## src/rtl/seq_div_pkg.sv

```systemverilog
// Shared constants and state encoding for the sequential divider.
package seq_div_pkg;

  localparam int unsigned WIDTH_DEFAULT = 16;

  typedef enum logic [1:0] {
    IDLE = 2'd0,
    CALC = 2'd1,
    OVFL = 2'd2
  } state_t;

endpackage

```

## src/rtl/seq_divider_div_step.sv

```systemverilog
// One restoring-division iteration: shift, trial subtract, select, quotient bit.
module div_step #(
  parameter int unsigned W = 16
) (
  input  logic [W-1:0] i_rem,
  input  logic [W-1:0] i_quo,
  input  logic [W-1:0] i_divisor,
  output logic [W-1:0] o_rem,
  output logic [W-1:0] o_quo
);

  logic [W:0] w_trial;
  logic       w_ge;

  // Partial remainder stays below the divisor, so a successful subtract fits W bits.
  always_comb begin
    w_trial = {i_rem, i_quo[W-1]};
    w_ge    = (w_trial >= {1'b0, i_divisor});
    o_rem   = w_ge ? W'(w_trial - {1'b0, i_divisor}) : w_trial[W-1:0];
    o_quo   = {i_quo[W-2:0], w_ge};
  end

endmodule

```

## src/rtl/seq_divider.sv

```systemverilog
// Sequential unsigned restoring divider: 2W-bit dividend by W-bit divisor,
// one quotient bit per clock, with overflow detection before iterating.
module seq_divider
  import seq_div_pkg::*;
#(
  parameter int unsigned WIDTH = WIDTH_DEFAULT
) (
  input  logic                 clk,
  input  logic                 reset,
  input  logic                 start,
  input  logic [2*WIDTH-1:0]   dividend,
  input  logic [WIDTH-1:0]     divisor,
  output logic [WIDTH-1:0]     quotient,
  output logic [WIDTH-1:0]     remainder,
  output logic                 overflow,
  output logic                 ready
);

  localparam int unsigned    CW   = $clog2(WIDTH) + 1;
  localparam logic [CW-1:0]  LAST = CW'(WIDTH - 1);

  state_t            r_state;
  state_t            w_next;
  logic              w_accept;
  logic              w_last;
  logic [WIDTH-1:0]  w_upper;

  logic [WIDTH-1:0]  r_rem;
  logic [WIDTH-1:0]  r_quo;
  logic [WIDTH-1:0]  r_div;
  logic [CW-1:0]     r_count;

  logic [WIDTH-1:0]  r_quotient;
  logic [WIDTH-1:0]  r_remainder;
  logic              r_overflow;

  logic [WIDTH-1:0]  w_step_rem;
  logic [WIDTH-1:0]  w_step_quo;

  assign w_upper   = dividend[2*WIDTH-1:WIDTH];
  assign quotient  = r_quotient;
  assign remainder = r_remainder;
  assign overflow  = r_overflow;

  div_step #(.W(WIDTH)) u_step (
    .i_rem     (r_rem),
    .i_quo     (r_quo),
    .i_divisor (r_div),
    .o_rem     (w_step_rem),
    .o_quo     (w_step_quo)
  );

  // State register.
  always_ff @(posedge clk) begin
    if (reset) r_state <= IDLE;
    else       r_state <= w_next;
  end

  // Next-state decode, handshake and completion strobes.
  always_comb begin
    w_next   = r_state;
    w_accept = 1'b0;
    w_last   = 1'b0;
    ready    = 1'b0;
    unique case (r_state)
      IDLE: begin
        ready = 1'b1;
        if (start) begin
          w_accept = 1'b1;
          // Upper half >= divisor also catches divisor == 0.
          w_next   = (w_upper >= divisor) ? OVFL : CALC;
        end
      end
      CALC: begin
        if (r_count == LAST) begin
          w_last = 1'b1;
          w_next = IDLE;
        end
      end
      OVFL:    w_next = IDLE;
      default: w_next = IDLE;
    endcase
  end

  // Working registers and result registers; results only change on completion.
  always_ff @(posedge clk) begin
    if (reset) begin
      r_rem       <= '0;
      r_quo       <= '0;
      r_div       <= '0;
      r_count     <= '0;
      r_quotient  <= '0;
      r_remainder <= '0;
      r_overflow  <= 1'b0;
    end else begin
      if (w_accept) begin
        r_rem   <= w_upper;
        r_quo   <= dividend[WIDTH-1:0];
        r_div   <= divisor;
        r_count <= '0;
      end
      if (r_state == CALC) begin
        r_rem   <= w_step_rem;
        r_quo   <= w_step_quo;
        r_count <= r_count + 1'b1;
        if (w_last) begin
          r_quotient  <= w_step_quo;
          r_remainder <= w_step_rem;
          r_overflow  <= 1'b0;
        end
      end
      if (r_state == OVFL) begin
        r_quotient  <= '1;
        r_remainder <= '0;
        r_overflow  <= 1'b1;
      end
    end
  end

endmodule

```

## config.mk

```make
export PLATFORM = sky130hd
export DESIGN_NAME = seq_divider
export DESIGN_NICKNAME = d
export VERILOG_FILES = /design/src/rtl/seq_div_pkg.sv /design/src/rtl/seq_divider_div_step.sv /design/src/rtl/seq_divider.sv
export SDC_FILE = /design/constraint.sdc
export NUM_CORES = 1
export LEC_CHECK = 0
export ABC_AREA = 1
export BUFFER_PORTS_ARGS = -buffer_cell sky130_fd_sc_hd__buf_2
export CAP_MARGIN = 10
export CORE_ASPECT_RATIO = 0.75
export CORE_MARGIN = 5
export CORE_UTILIZATION = 64
export CTS_BUF_LIST = sky130_fd_sc_hd__clkbuf_4
export DETAILED_ROUTE_END_ITERATION = 10
export PLACE_DENSITY_LB_ADDON = 0.08
export RECOVER_POWER = 50
export SLEW_MARGIN = 15
export SYNTH_ARGS = -nofsm -noshare
export SYNTH_HDL_FRONTEND = slang
export SYNTH_SLANG_ARGS = --single-unit
```

## constraint.sdc

```tcl
create_clock -name clk -period 5.7 [get_ports clk]
set_input_delay 0 -clock clk [delete_from_list [all_inputs] [get_ports clk]]
set_output_delay 0 -clock clk [all_outputs]
set_load 0.02 [all_outputs]
```

==> flow_summary.ini <==
[run_status]
status = completed

[global_routing]
antenna_found_initial = 0
grt-ovfl-total = 0
grt_pass1_wl_um = 24500
grt_max_degree = 49
grt_use_total = 0.303
first_global_vias = 5142

[clock_network]
holdBufCountCts = 49
numCtsBuffers = 9
path_clk_slew_ns = 0.15
tritoncts = built
cts_max_level = 3
cts_sinks = 88
root_buffer = clkbuf_4
postCtsSetupBuffers = 0
ctsResizeCount = 0
clk_latency_ns = 0.45
clockBufferDepth = 2

[floorplanning]
initial_core_util = 0.666
dieArea_um2 = 10300
num_io_pins = 85
core_um2 = 8020
fp-row-count = 28
die_x_um = 115
chipHeight_um = 89.1

[sta]
final-setup-viol-count = 0
rsz0062_at_grt = no
fin_ws_ns = 2.33
finalHoldViolations = 0
min_period_ns = 3.37
tightest_slew_ns = 1.14
slew_headroom = 0.235
fmax_ghz = 0.297
finClkSkew_ns = 0.0165
period_share = 0.591
tns_ns = 0
slew_violations = 0

[critical_path]
path_class = reg -> reg
end_kind = flop
critPathArrivalTime_ns = 3.73
required_ns = 6.06
cp-start-kind = flop
crit_fanout = 20

[route]
wl_um = 15200
postRouteAntennaNets = 0
drt_iter0_drc = 419
vias = 5324
post_drt_via_cell_ratio = 5.38
drt-wirelength-per-cell_um = 15.3
drc = 0
first_pass_iters = 5

[power]
power_mw = 1.80
irDropWorstVdd_mv = 0.202
p_leak_nw = 3.07
power_density_nw_per_um2 = 288

[final_layout]
final_nets = 968
area_delta_synth_final_pct = 17.2
antennaDiodeCount = 0
drive_above_1_share = 0.122
final_area_um2 = 6260

[placed_design]
pre_cts_ws_ns = 2.42
gp_congestion = 0.928
hpwl_um = 10900
place_area_um2 = 5740
portBuffers = 84

[yosys]
netlist_area_um2 = 5340
synth-async-reset-ratio = 0
yosys_warnings = 0
synth_most_common_cell = inv_1
ys.flop_type = dfxtp_1
synth.top_cells.by_count = inv_1 (152), nand2_1 (148), dfxtp_1 (88), o21ai_0 (72), a21oi_1 (61)
synth_seq_cells = 88
synthCells = 761
synth_fp_nets = 850
synth_area_leaders = dfxtp_1 (33%), inv_1 (11%), nand2_1 (10%)
synthDistinctLibCells = 40
yosysTopAreaCellShare = 0.330
synth_top_area_cell = dfxtp_1
avgSynthCellArea_um2 = 7.02
synth_edf_count = 0
yosysSeqAreaShare = 0.330

[run]
drv_cap = 0

[worst_hold_path]
hold_path_class = in -> reg
-- layout by cell type (no fill, tap or decap), types with 3 or more instances in the layout --
cell	n
o21ai_2	7
nand3_1	35
clkbuf_1	34
inv_1	151
nor3_1	4
clkbuf_4	10
o22ai_1	3
nand3_2	4
dfxtp_1	88
o21ai_0	75
buf_4	3
a22o_1	4
dlygate4sd3_1	49
nor2_4	3
nor2_1	35
nand2_2	10
ha_1	37
nand2_1	151
nand4_1	3
a211oi_1	15
buf_2	50
a21oi_2	7
o21ai_1	3
inv_2	3
o21bai_1	13
a21oi_1	61
xor2_1	7
-- report_power, final --
part	internal, mW	switching, mW
combinational	0.264	0.520
clock	0.0955	0.224
sequential	0.667	0.0296
-- sequential cells by signal, summed over array words and instances, names as in the netlist --
signal     cells
r_state        2
quotient      16
r_div         16
r_count        5
remainder     16
r_quo         16
overflow       1
r_rem         16
-- metrics by stage --
step / std cells / util / hold slack, ns
6_report: 989 / 0.780 / 0.0502
5_1_grt: 989 / 0.780 / 0.0489
4_1_cts: 989 / 0.791 / 0.0242
3_5_place_dp: 924 / 0.716 / 0.285
3_3_place_gp: 924 / 0.716 / 0.280
2_1_floorplan: 761 / - / 0.158
-- critical path, cell delays in order (launching register included) --
cell and delay, ns:
dfxtp_1 0.41, ha_1 0.19, nand2_1 0.07, nor2_1 0.09, ha_1 0.20, nand2_1 0.31
inv_1 0.51, nand2_1 0.17, nor2_1 0.87, inv_1 0.16, o221ai_1 0.22, inv_1 0.08
-- area by class of cell --
class | instances | area, um^2
Multi-Input combinational cell | 489 | 2780
Fill cell | 663 | 1760
Sequential cell | 88 | 1760
Timing Repair Buffer | 136 | 891
Inverter | 155 | 582
Tap cell | 105 | 131
Clock buffer | 10 | 75.1
Clock inverter | 6 | 41.3
-- per-layer routing --
layer / global-route usage / up-vias / part of all wire
met5: 0 / - / 0
met3: 0.0568 / 26 / 0.069
met2: 0.518 / 186 / 0.46
li1: - / 2673 / -
met4: 0.0736 / 0 / 0.016
met1: 0.401 / 2439 / 0.45
-- final timing paths --
check / from / end / slack [ns] / cells after the start
max: r_count[0] / quotient[0] / 2.33 / 11
min: reset / r_rem[13] / 0.05 / 2
max reg2reg: r_count[0] / quotient[0] / 2.33 / 11
min reg2reg: r_quo[7] / quotient[8] / 0.47 / 2
-- kinds of logic after synthesis --
| kind of cell | synth area share |
|---|---|
| and+or+nand+nor | 0.216 |
| DFF | 0.330 |
| AOI/OAI and AO/OA | 0.212 |
| xor gates and xnor gates | 0.0115 |
| buffers and inverters | 0.141 |
| adders and majority gates | 0.0904 |
(Power assumes the default switching activity.)
